==> src/rtl/mm_step_scheduler.sv <==
// K-dimension step scheduler for the PE-array matrix multiply: per k it issues a fetch,
// collects per-PE operand acks (sticky), pulses accumulate, and pulses done after the last step.
module mm_step_scheduler #(
  parameter int ROW1    = 2,
  parameter int COL1    = 3,
  parameter int COL2    = 5,
  parameter int TIMEOUT = 64,
  localparam int NPE    = ROW1 * COL2,
  localparam int KW     = (COL1 > 1) ? $clog2(COL1) : 1,
  localparam int TW     = $clog2(TIMEOUT + 1)
) (
  input  logic           clk,
  input  logic           rst,
  input  logic           start,
  input  logic [NPE-1:0] pe_ack,
  output logic           busy,
  output logic           fetch_req,
  output logic [KW-1:0]  k_idx,
  output logic           acc_en,
  output logic           done,
  output logic           error
);

  typedef enum logic [2:0] {
    ST_IDLE,
    ST_FETCH,
    ST_WAIT_ACK,
    ST_ACCUM,
    ST_DONE
  } state_t;

  state_t         r_state;
  state_t         w_state_next;
  logic [KW-1:0]  r_k_idx;
  logic [KW-1:0]  w_k_idx_next;
  logic [KW-1:0]  w_k_inc;
  logic [NPE-1:0] r_ack_seen;
  logic [NPE-1:0] w_ack_seen_next;
  logic [NPE-1:0] w_ack_merged;
  logic [TW-1:0]  r_wait_cnt;
  logic [TW-1:0]  w_wait_cnt_next;
  logic           r_error;
  logic           w_error_next;
  logic           w_all_acked;
  logic           w_timeout;
  logic           w_last_step;

  // Acks arriving this cycle count toward completion immediately.
  assign w_ack_merged = r_ack_seen | pe_ack;
  assign w_all_acked  = &w_ack_merged;
  assign w_timeout    = (r_wait_cnt == TW'(TIMEOUT - 1));

  generate
    if (COL1 > 1) begin : g_multi_step
      assign w_last_step = (r_k_idx == KW'(COL1 - 1));
      assign w_k_inc     = r_k_idx + KW'(1);
    end else begin : g_single_step
      assign w_last_step = 1'b1;
      assign w_k_inc     = '0;
    end
  endgenerate

  always_comb begin
    w_state_next    = r_state;
    w_k_idx_next    = r_k_idx;
    w_ack_seen_next = r_ack_seen;
    w_wait_cnt_next = r_wait_cnt;
    w_error_next    = r_error;
    case (r_state)
      ST_IDLE: begin
        if (start) begin
          w_state_next    = ST_FETCH;
          w_k_idx_next    = '0;
          w_error_next    = 1'b0;
          w_ack_seen_next = '0;
        end
      end
      ST_FETCH: begin
        w_ack_seen_next = '0;
        w_wait_cnt_next = '0;
        w_state_next    = ST_WAIT_ACK;
      end
      ST_WAIT_ACK: begin
        w_ack_seen_next = w_ack_merged;
        w_wait_cnt_next = r_wait_cnt + TW'(1);
        // Completion takes priority over a coincident timeout.
        if (w_all_acked) begin
          w_state_next = ST_ACCUM;
        end else if (w_timeout) begin
          w_state_next = ST_IDLE;
          w_error_next = 1'b1;
        end
      end
      ST_ACCUM: begin
        if (w_last_step) begin
          w_state_next = ST_DONE;
        end else begin
          w_k_idx_next = w_k_inc;
          w_state_next = ST_FETCH;
        end
      end
      ST_DONE: begin
        w_state_next = ST_IDLE;
      end
      default: begin
        w_state_next = ST_IDLE;
      end
    endcase
  end

  always_ff @(posedge clk) begin
    if (!rst) begin
      r_state    <= ST_IDLE;
      r_k_idx    <= '0;
      r_ack_seen <= '0;
      r_wait_cnt <= '0;
      r_error    <= 1'b0;
    end else begin
      r_state    <= w_state_next;
      r_k_idx    <= w_k_idx_next;
      r_ack_seen <= w_ack_seen_next;
      r_wait_cnt <= w_wait_cnt_next;
      r_error    <= w_error_next;
    end
  end

  assign busy      = (r_state != ST_IDLE);
  assign fetch_req = (r_state == ST_FETCH);
  assign acc_en    = (r_state == ST_ACCUM);
  assign done      = (r_state == ST_DONE);
  assign k_idx     = r_k_idx;
  assign error     = r_error;

endmodule

==> config.mk <==
export PLATFORM = sky130hd
export DESIGN_NAME = mm_step_scheduler
export DESIGN_NICKNAME = d
export VERILOG_FILES = /design/src/rtl/mm_step_scheduler.sv
export SDC_FILE = /design/constraint.sdc
export NUM_CORES = 1
export LEC_CHECK = 0
export BUFFER_PORTS_ARGS = -buffer_cell sky130_fd_sc_hd__buf_2
export CAP_MARGIN = 20
export CORE_MARGIN = 8
export CORE_UTILIZATION = 56
export CTS_BUF_LIST = sky130_fd_sc_hd__clkbuf_8
export DETAILED_ROUTE_END_ITERATION = 7
export PLACE_DENSITY_LB_ADDON = 0.25
export SLEW_MARGIN = 20
export SYNTH_ARGS = -nofsm -noshare
export SYNTH_HDL_FRONTEND = slang
export SYNTH_SLANG_ARGS = --single-unit
==> constraint.sdc <==
create_clock -name clk -period 2.2 [get_ports clk]
set_input_delay 0.11 -clock clk [delete_from_list [all_inputs] [get_ports clk]]
set_output_delay 0.11 -clock clk [all_outputs]
set_load 0.03 [all_outputs]
==> run summary, run 1 <==
The post-layout minimum cycle time came out at 1730 ps. The number of buffers added for setup after CTS came out at 0. The number of hold buffers added after cts is 0. The power density over the cells came out at 726 nW/µm². The initial core utilization is 0.603. The worst vdd rail ir drop came out at 521 µV. The count of max-cap constraint violations is 0. At the later pin of the worst-skew pair, clock insertion delay measures 260 ps.

Traced cell by cell, the critical path runs through or3b_1, or4_1, a21boi_1. The total wirelength of the detailed-routed design came out at 2.28 mm. Synthesis produced a netlist with a net count of 136. The number of placed instances, taps included, is 161. The leading cell type by number of instances after synthesis is dfxtp_1. The maximum clock skew at final layout is 5.61 ps. The count of different cell masters after synthesis came out at 32.

The placeable core area is 1760 µm². The leakage power of the design came out at 0.479 nW. The number of buffer and inverter stages on the critical path is 0. The first-pass GRT wire length came out at 3.94 mm.

On the critical path, the stage with the largest delay is an instance of or4_1. The cell count after synthesis came out at 121. The post-detailed-route wirelength per cell came out at 13.8 µm.

The total setup violations reported at the end of the flow is 0. The number of detailed-route iterations in the first pass is 4. The routability congestion estimate came out at 0.816. The worst hold path was traced through 3 stages.

Static timing analysis puts the maximum clock frequency at 579 MHz. The width of the chip is 59.6 µm. The instance count on the critical path is 3. The design draws 0.887 mW. The post-detailed-route count of antenna-violating nets came out at 0. The number of antenna violations at the first check in global routing is 0. The floorplan has 15 rows.

The transition time at the pin with the least slew margin is 689 ps. Data on the critical path arrives at its endpoint at 1920 ps. The run finished with clean final reports. The fraction of layout cells with a size suffix above 1 is 0.200. The core occupancy in the finished layout is 0.692.

The worst setup path is launched from a flop. The maximum number of pins on one net before global-route repair came out at 24. Counting flops and latches in the post-synthesis netlist gives 23.

The global route total overflow is 0. The via count of the first global-routing pass came to 954. The largest fanout on the critical path is 9.

The max-slew violation total from the final report is 0. For this run, the leading register cell type out of synthesis is dfxtp_1. The area of the mapped netlist is 1060 µm². The count of antenna diodes in the layout came out at 0. During synthesis, Yosys emitted a total of 0 warnings. The final cycle utilization of the critical path came out at 0.785. The area share of the largest cell type after synthesis came out at 0.433. The layout overhead on the synthesized area is 14.8%.

The critical path in this run is classified as flop to flop. Setup repair after global routing left no endpoint under its margin. The number of buffers inserted by port buffering is 19. The required time at the worst-slack endpoint is 2390 ps.

The final total negative setup slack came out at 0 ps. The number of remaining DRC errors came out at 0. The total routing usage reported by global routing is 0.140. The initial DRC count came out at 17.

The combined area of the multi-input logic cells came out at 562 µm². The kind of capture point of the worst setup path is a flop. The number of hold violations in the final report came to 0.

The sequential area share after synthesis came out at 0.433. The average size of a mapped cell is 8.79 µm². The clock tree from TritonCTS is done.

The maximum buffer depth of the clock tree came out at 2. The number of flops mapped to enable cells by yosys came out at 0. The commonest cells after synthesis are dfxtp_1, nor2b_1, a22oi_1, nor2_1, nand2_1. Clock tree synthesis selected as its root buffer the cell clkbuf_8. The clock-pin slew on the worst setup and hold paths came out at 80 ps.

CTS built an H-tree with a depth of 1. The floorplan step defined a die boundary enclosing 3550 µm². The die is 59.6 µm tall. The async set-or-reset flop fraction in the synthesized netlist came out at 0. The area taken by flip-flops and latches is 460 µm².

The post-detailed-placement cell area is 1170 µm². After synthesis, the cell types taking the most area are dfxtp_1, nor2b_1, a22oi_1, nor2_1, o22ai_1. Dividing the detail-routed via count by the number of cells gives 5.56. The number of sinks handled by clock tree synthesis is 23. Of all cell types, the one taking the most synthesized area is dfxtp_1. Post-CTS repair changed the size of 0 cells. Pin placement for this block handled 20 I/O pins. The final instance area is 1220 µm². The HPWL after detailed placement came out at 1.68 mm. The highest cell delay on the worst timing path came out at 540 ps. The layout has 160 filler cells.

The largest delay contributor family on the critical path is simple AND/OR/NAND/NOR gates. The final non-filler cell total is 165. The class of the worst hold path is primary input to flop. The final-stage net count is 156. The path depth of the worst reg2reg path came out at 3. The routed layout has 917 vias. The total clock buffers created by CTS came out at 3. The worst slew margin relative to its limit came out at 0.537.
==> cells by family (layout without fill, tap and decap cells) <==
logic type | Yosys count | in the layout | share of synthesized area
simple gates | 50 | 50 | 0.267
compound gates | 34 | 34 | 0.219
flops | 23 | 23 | 0.433
buf+inv | 10 | 29 | 0.0388
fa+ha+maj | 2 | 2 | 0.0235
mux | 2 | 2 | 0.0188
==> per-stage QoR <==
stage / worst slack [ps] / hold slack, ps
after CTS: 483 / 137
after global routing: 412 / 148
after floorplan: 548 / 263
after detailed placement: 502 / 408
after global placement: 600 / 396
final: 472 / 140
==> final cells by class <==
cell class,instances,area share
multi-input cells,88,0.460
flip-flops and latches,23,0.377
repair buffers,20,0.0840
clock buffers,3,0.0338
well taps,25,0.0256
inverters,5,0.0154
clock inverters,1,0.00410
==> routing by layer <==
metal  vias to the layer above  track usage  part of all wire
li1                        480            -                 -
met1                       420        0.165              0.49
met2                        15        0.242              0.49
met3                         2       0.0282             0.021
met4                         0       0.0442            0.0053
met5                         -            0                 0
==> power by group <==
group          leakage (nW)  internal [mW]  switching (mW)  total [mW]
registers             0.186          0.436          0.0200       0.456
logic                 0.268         0.0703           0.107       0.177
clock network        0.0255          0.126           0.128       0.254
total                 0.479          0.632           0.255       0.887
==> state kept, by name (all words and copies together) (netlist names) <==
| register | cells |
|---|---|
| k_idx | 2 |
| r_wait_cnt | 7 |
| r_ack_seen | 10 |
| error | 1 |
| r_state | 3 |
==> final timing paths <==
| kind | endpoint | slack (ps) | startpoint |
|---|---|---|---|
| setup / recovery | r_wait_cnt[5] | 470 | r_state[1] |
| hold / removal | r_ack_seen[3] | 140 | pe_ack[3] |
| setup reg to reg | r_wait_cnt[5] | 470 | r_state[1] |
| hold reg to reg | r_wait_cnt[3] | 490 | r_wait_cnt[3] |
==> worst reg2reg max path, cell delays in order, from the launching register on <==
cell,delay (ps)
dfxtp_1,450
or3b_1,500
or4_1,550
a21boi_1,160
==> cell usage in the layout, fill, tap and decap left out, types with 2 or more instances in the layout <==
cell type  count
or4_1          2
o22ai_1        5
a21boi_1       2
ha_1           2
o21ai_0        3
nand3b_1       4
and3_1         2
or3b_2         2
clkbuf_8       3
o311ai_0       2
a22oi_1       11
a21oi_1        2
nor2_1        11
mux2i_1        2
nor2b_1       14
a31oi_1        4
dfxtp_1       23
nand2_1        7
inv_1          5
nand3_1        2
buf_2         19
Note: power is estimated with default switching activity, not from simulation.
==> run 2: changes to the inputs <==
Settings changed: CORE_UTILIZATION 56 to 50.
Clock period 2.2 ns to 1.4 ns, I/O delays scaled along.
==> run summary, run 2 (synthesis gave the netlist of run 1 again) <==
The initial DRC count came out at 26 (was 17). The width of the chip came out at 62.1 µm (was 59.6 µm). The fraction of layout cells with a size suffix above 1 came to 0.327 (was 0.200). The layout overhead on the synthesized area is 27.6% (was 14.8%). The placed cell count is 173 (was 161). The number of antenna violations at the first check in global routing was 0 (unchanged).

The total routing usage reported by global routing came out at 0.112 (was 0.140). The total power of the final layout is 1.49 mW (was 0.887 mW). The number of hold violations in the final report came out at 0 (unchanged). The post-detailed-route wirelength per cell came out at 13.5 µm (was 13.8 µm). RSZ-0062 raised after global routing: true (was false). The max-slew violation total from the final report was 0 (unchanged). The routability congestion estimate is 0.815 (was 0.816).

The final non-filler cell total came to 177 (was 165). Largest regs: r_ack_seen x10, r_wait_cnt x7, r_state x3 (unchanged). The via count of the first global-routing pass is 885 (was 954). The startpoint-to-endpoint class of the critical path is flop to flop (unchanged).

The checks that failed: setup timing. The count of antenna diodes in the layout is 0 (unchanged). The clock tree from TritonCTS is done (unchanged). The area taken by flip-flops and latches came out at 468 µm² (was 460 µm²). The via count normalized by instance count came to 5.51 (was 5.56). The post-route worst hold slack came out at 93.7 ps (was 140 ps). The number of flip-flops in the largest register came out at 10 (unchanged). The global route total overflow is 0 (unchanged). The HPWL after detailed placement is 1.66 mm (was 1.68 mm).

The most common library cell in the layout ignoring fill and taps is dfxtp_1 (unchanged). The combined area of the multi-input logic cells is 598 µm² (was 562 µm²). The clock latency at the later pin of the worst-skew pair is 270 ps (was 260 ps).

The number of sinks handled by clock tree synthesis came to 23 (unchanged). The placement row count was 16 (was 15). The final cycle utilization of the critical path is 1.04 (was 0.785).

The leakage power of the design is 0.543 nW (was 0.479 nW). The total setup violations reported at the end of the flow came out at 2 (was 0). The die extent in y came to 62.1 µm (was 59.6 µm).

The floorplan die area came to 3860 µm² (was 3550 µm²). The number of fill cells is 150 (was 160). The largest fanout on the critical path came to 6 (was 9).

The count of max-cap constraint violations came out at 0 (unchanged). The count of H-tree levels built during CTS came out at 1 (unchanged). The cell at the root of the clock tree was clkbuf_8 (unchanged). The number of buffers inserted by port buffering came out at 19 (unchanged). The first-pass GRT wire length was 3.71 mm (was 3.94 mm). The register containing the most flip-flops in the final layout is r_ack_seen (unchanged). The number of hold buffers added after cts came out at 0 (unchanged).

The achievable clock frequency was 689 MHz (was 579 MHz). The final-stage net count came out at 166 (was 156). The worst setup slack before clock tree synthesis was -100 ps (was 502 ps).

The maximum number of pins on one net before global-route repair is 24 (unchanged). The maximum buffer depth of the clock tree came out at 2 (unchanged). The post-layout minimum cycle time is 1450 ps (was 1730 ps). The total number of vias is 975 (was 917).

The class of the worst hold path was primary input to flop (unchanged). Outcome: complete, but fails checks (was finished clean). The maximum clock skew at final layout is 8.58 ps (was 5.61 ps). The clock-pin slew on the worst setup and hold paths came to 90 ps (was 80 ps). The number of remaining DRC errors is 0 (unchanged). The kind of capture point of the worst setup path is a flop (unchanged). The required time at the worst-slack endpoint came out at 1610 ps (was 2390 ps).

The total wirelength of the detailed-routed design is 2.39 mm (was 2.28 mm). The I/O pin total is 20 (unchanged). The number of buffers added for setup after CTS came to 0 (unchanged). Leading cell types in the layout, fill and taps excluded: dfxtp_1, buf_2, nor2b_1, a22oi_1, buf_4 (was dfxtp_1, buf_2, nor2b_1, nor2_1, a22oi_1). The number of detailed-route iterations in the first pass came out at 5 (was 4).

The post-detailed-route count of antenna-violating nets came out at 0 (unchanged). The data arrival time of the critical path came out at 1660 ps (was 1920 ps). The worst slew margin relative to its limit came out at 0.719 (was 0.537). The transition time at the pin with the least slew margin is 421 ps (was 689 ps).

The startpoint type of the worst setup path was a flop (unchanged). The initial core utilization is 0.537 (was 0.603). The placeable core area is 1980 µm² (was 1760 µm²). The power density over the cells came out at 1100 nW/µm² (was 726 nW/µm²). The worst vdd rail ir drop came to 806 µV (was 521 µV). The post-route worst setup slack is -50.8 ps (was 472 ps).

The total clock buffers created by CTS is 3 (unchanged).
run 2: changes by cell type in the layout (fill, tap and decap cells not counted), moves of 2 or more:
| cell | delta |
|---|---|
| buf_2 | -2 |
| buf_4 | +10 |
| buf_6 | +2 |
| dfxtp_1 | -4 |
| dfxtp_2 | +3 |
| o21ai_0 | -2 |
| or3b_4 | +2 |
run 2: what timing repair did:
item / in CTS / in global routing
pin swaps: 0 / 1
setup endpoints to repair: 10 / 21
hold endpoints to repair: 0 / 0
resized for setup: 9 / 7
run 2: final timing paths:
| path | from | to | slack, ps | depth (start not counted) |
|---|---|---|---|---|
| worst min-delay path | pe_ack[4] | r_ack_seen[4] | 90 | 3 |
| worst max register to register | r_state[1] | r_wait_cnt[5] | -50 | 3 |
| worst max-delay path | r_state[1] | r_wait_cnt[5] | -50 | 3 |
| worst min register to register | error | error | 490 | 1 |
run 2: where the power goes:
group / leakage, nW / total, mW / internal (mW) / switching (mW)
registers: 0.188 / 0.713 / 0.687 / 0.0255
logic: 0.329 / 0.367 / 0.174 / 0.193
clock network: 0.0255 / 0.411 / 0.199 / 0.213
run 2: area by class of cell:
class                           instances  share of cell area
Multi-Input combinational cell         88               0.441
Sequential cell                        23               0.345
Timing Repair Buffer                   30               0.140
Clock buffer                            3              0.0304
Tap cell                               27              0.0249
Inverter                                5              0.0157
Clock inverter                          1             0.00369
run 2: worst max-delay path, cell delays in order, from the launching register on:
cell      delay [ps]
dfxtp_4          370
or3b_4           410
or4_1            480
a21boi_1         130
run 2: metal layers:
metal	track usage	vias up	wire length, µm
met5	0	-	0
met4	0.0262	0	14
met1	0.125	451	1080
li1	-	496	-
met2	0.198	25	1200
met3	0.0394	3	94
run 2: per-stage QoR:
step / area [µm²] / setup TNS (ps) / util
floorplan: 1090 / -507 / -
global placement: 1270 / -43.4 / 0.639
detailed placement: 1270 / -133 / 0.639
CTS: 1340 / -76.1 / 0.676
global route: 1360 / -290 / 0.685
finish: 1360 / -53.6 / 0.685
==> run 3: changes to the inputs <==
Settings changed: CORE_UTILIZATION 50 to 25.
==> run summary, run 3 (synthesis gave the netlist of run 1 again) <==
Outcome: complete, but fails checks (unchanged). Violated checks: setup timing (unchanged). The fraction of power spent switching nets is 0.290 (was 0.289). The required time at the worst-slack endpoint is 1600 ps (was 1610 ps).

The post-route worst setup slack is -46.3 ps (was -50.8 ps). Crit path cell chain: or3b_4, or4_1, a21boi_1 (unchanged). The reg-to-reg endpoint was r_wait_cnt[5] (unchanged).

The end of the critical path is r_wait_cnt[5] (unchanged). The most common library cell in the layout ignoring fill and taps was dfxtp_1 (unchanged). The share of power burned in registers came out at 0.469 (was 0.478).

The highest cell delay on the worst timing path came out at 480 ps (about the same). The floorplan die area is 6600 µm² (was 3860 µm²). The final-stage net count is 168 (was 166). The via count of the first global-routing pass is 1043 (was 885). The number of remaining DRC errors came out at 0 (unchanged). The placeable core area came out at 4060 µm² (was 1980 µm²).

The initial core utilization is 0.262 (was 0.537). The final cycle utilization of the critical path came out at 1.03 (was 1.04). The layout overhead on the synthesized area is 34.4% (was 27.6%). The fraction of layout cells with a size suffix above 1 is 0.355 (was 0.327).

The worst slew margin relative to its limit was 0.710 (was 0.719). The count of H-tree levels built during CTS is 1 (unchanged). The first-pass GRT wire length came out at 4.59 mm (was 3.71 mm).

The HPWL after detailed placement was 1.94 mm (was 1.66 mm). The total routing usage reported by global routing came out at 0.0880 (was 0.112). The number of hold violations in the final report is 0 (unchanged).

The relative contribution of combinational cells to total power came out at 0.262 (was 0.246). The register containing the most flip-flops in the final layout is r_ack_seen (unchanged). The total setup violations reported at the end of the flow came to 2 (unchanged). The achievable clock frequency is 691 MHz (was 689 MHz). The placed cell count was 197 (was 173). Leading cell types in the layout, fill and taps excluded: dfxtp_1, buf_2, nor2b_1 (was dfxtp_1, buf_2, nor2b_1, a22oi_1, buf_4).

The total number of vias came to 993 (was 975). The post-detailed-placement cell area was 1300 µm² (was 1270 µm²). The worst vdd rail ir drop is 407 µV (was 806 µV). The post-route worst hold slack came out at 90.6 ps (was 93.7 ps). The kind of capture point of the worst setup path is a flop (unchanged). The number of fill cells was 404 (was 150). The final non-filler cell total came to 202 (was 177). Largest regs: r_ack_seen x10, r_wait_cnt x7, r_state x3 (unchanged). The class of the worst hold path was primary input to flop (unchanged). The proportion of power drawn by the clock network came out at 0.269 (was 0.276). The instance count on the critical path came out at 3 (unchanged). The largest fanout on the critical path is 7 (was 6). The leakage power of the design is 0.556 nW (was 0.543 nW). The number of buffer and inverter stages on the critical path is 0 (unchanged). The global route total overflow came to 0 (unchanged). The width of the chip is 81.2 µm (was 62.1 µm). The power density over the cells is 1070 nW/µm² (was 1100 nW/µm²). The placement row count came out at 23 (was 16). The post-layout minimum cycle time came out at 1450 ps (about the same). The post-detailed-route count of antenna-violating nets is 0 (unchanged). The startpoint-to-endpoint class of the critical path is flop to flop (unchanged). The number of flip-flops in the largest register came out at 10 (unchanged).

The final total negative setup slack came out at -51.4 ps (was -53.6 ps). The internal power contribution is 1.08 mW (was 1.06 mW). RSZ-0062 raised after global routing: true (unchanged). The cell at the root of the clock tree is clkbuf_8 (unchanged). The slowest cell on the critical path is or4_1 (unchanged). The number of sinks handled by clock tree synthesis is 23 (unchanged). The via count normalized by instance count is 4.92 (was 5.51). The area taken by flip-flops and latches came out at 470 µm² (was 468 µm²). The clock-pin slew on the worst setup and hold paths came out at 80 ps (was 90 ps). The post-detailed-route wirelength per cell came out at 12.9 µm (was 13.5 µm). The clock tree from TritonCTS is done (unchanged). The die extent in y came out at 81.2 µm (was 62.1 µm). The worst setup slack for register-to-register paths is -50 ps (about the same). The number of detailed-route iterations in the first pass came to 4 (was 5). The clock latency at the later pin of the worst-skew pair came out at 260 ps (was 270 ps). The max-slew violation total from the final report came out at 0 (unchanged). The count of antenna diodes in the layout is 0 (unchanged). The maximum number of pins on one net before global-route repair came out at 24 (unchanged). The maximum clock skew at final layout came out at 3.60 ps (was 8.58 ps).

The I/O pin total is 20 (unchanged). The final instance area came out at 1430 µm² (was 1360 µm²). The number of antenna violations at the first check in global routing is 0 (unchanged). The count of max-cap constraint violations came to 0 (unchanged).

The total clock buffers created by CTS came out at 3 (unchanged). The number of hold buffers added after cts is 0 (unchanged). The total power of the final layout came out at 1.53 mW (was 1.49 mW). The largest delay contributor family on the critical path is simple AND/OR/NAND/NOR gates (unchanged). The number of buffers inserted by port buffering was 19 (unchanged). The transition time at the pin with the least slew margin came out at 434 ps (was 421 ps). The initial DRC count came out at 79 (was 26). The total wirelength of the detailed-routed design was 2.61 mm (was 2.39 mm). The routability congestion estimate came out at 0.741 (was 0.815). The startpoint type of the worst setup path is a flop (unchanged). The maximum buffer depth of the clock tree is 2 (unchanged). The worst reg2reg path startpoint is r_state[0] (was r_state[1]).

The startpoint of the worst setup timing path was r_state[0] (was r_state[1]). The path depth of the worst reg2reg path is 3 (unchanged). The data arrival time of the critical path came out at 1650 ps (was 1660 ps). The net switching power figure is 0.442 mW (was 0.431 mW). The combined area of the multi-input logic cells came out at 611 µm² (was 598 µm²).
-- run 3: cell count changes in the layout (fill, tap and decap cells not counted), sizes merged --
cell,change
inv,+1
buf,+2
clkinv,-1
-- run 3: stage by stage --
step / util / worst slack, ps
final: 0.352 / -46.3
after global routing: 0.352 / -108
after CTS: 0.343 / -42.0
after detailed placement: 0.321 / -77.4
after global placement: 0.321 / -54.3
after floorplan: - / -151
-- run 3: repair_timing --
action	4_1_cts	5_1_grt
setup buffers	0	1
endpoints found under the hold margin	0	0
pin swaps	4	3
gates resized for setup	15	10
endpoints found under the setup margin	19	20
-- run 3: how the worst min path moves through the flow --
stage | from | endpoint | slack, ps | depth (start not counted)
6_report | pe_ack[6] | r_ack_seen[6] | 90 | 3
5_1_grt | pe_ack[3] | r_ack_seen[3] | 100 | 3
4_1_cts | pe_ack[1] | r_ack_seen[1] | 90 | 3
3_5_place_dp | pe_ack[6] | r_ack_seen[6] | 370 | 3
3_3_place_gp | pe_ack[6] | r_ack_seen[6] | 360 | 3
2_1_floorplan | rst | r_state[2] | 220 | 1
-- run 3: power groups by stage --
stage | registers (mW) | clock network (mW) | logic [mW]
4_1_cts | 0.712 | 0.430 | 0.395
2_1_floorplan | 0.719 | 0 | 0.239
3_3_place_gp | 0.721 | 0 | 0.342
3_5_place_dp | 0.722 | 0 | 0.351
6_report | 0.715 | 0.410 | 0.400
5_1_grt | 0.720 | 0.455 | 0.439
-- run 3: final cells by class --
type | count | area share
clock inverters | 1 | 0.00263
multi-input cells | 88 | 0.427
inverters | 5 | 0.0149
repair buffers | 32 | 0.153
clock buffers | 3 | 0.0289
well taps | 50 | 0.0438
flip-flops and latches | 23 | 0.329
-- run 3: tightest hold or removal path: stages --
cell	delay [ps]
buf_2	90
a22oi_1	70
nor2b_1	90
-- run 3: metal layers --
metal,vias to the layer above,track usage,share of wire
li1,504,-,-
met1,469,0.0945,0.46
met2,15,0.156,0.49
met3,5,0.0232,0.035
met4,0,0.0429,0.019
met5,-,0,0
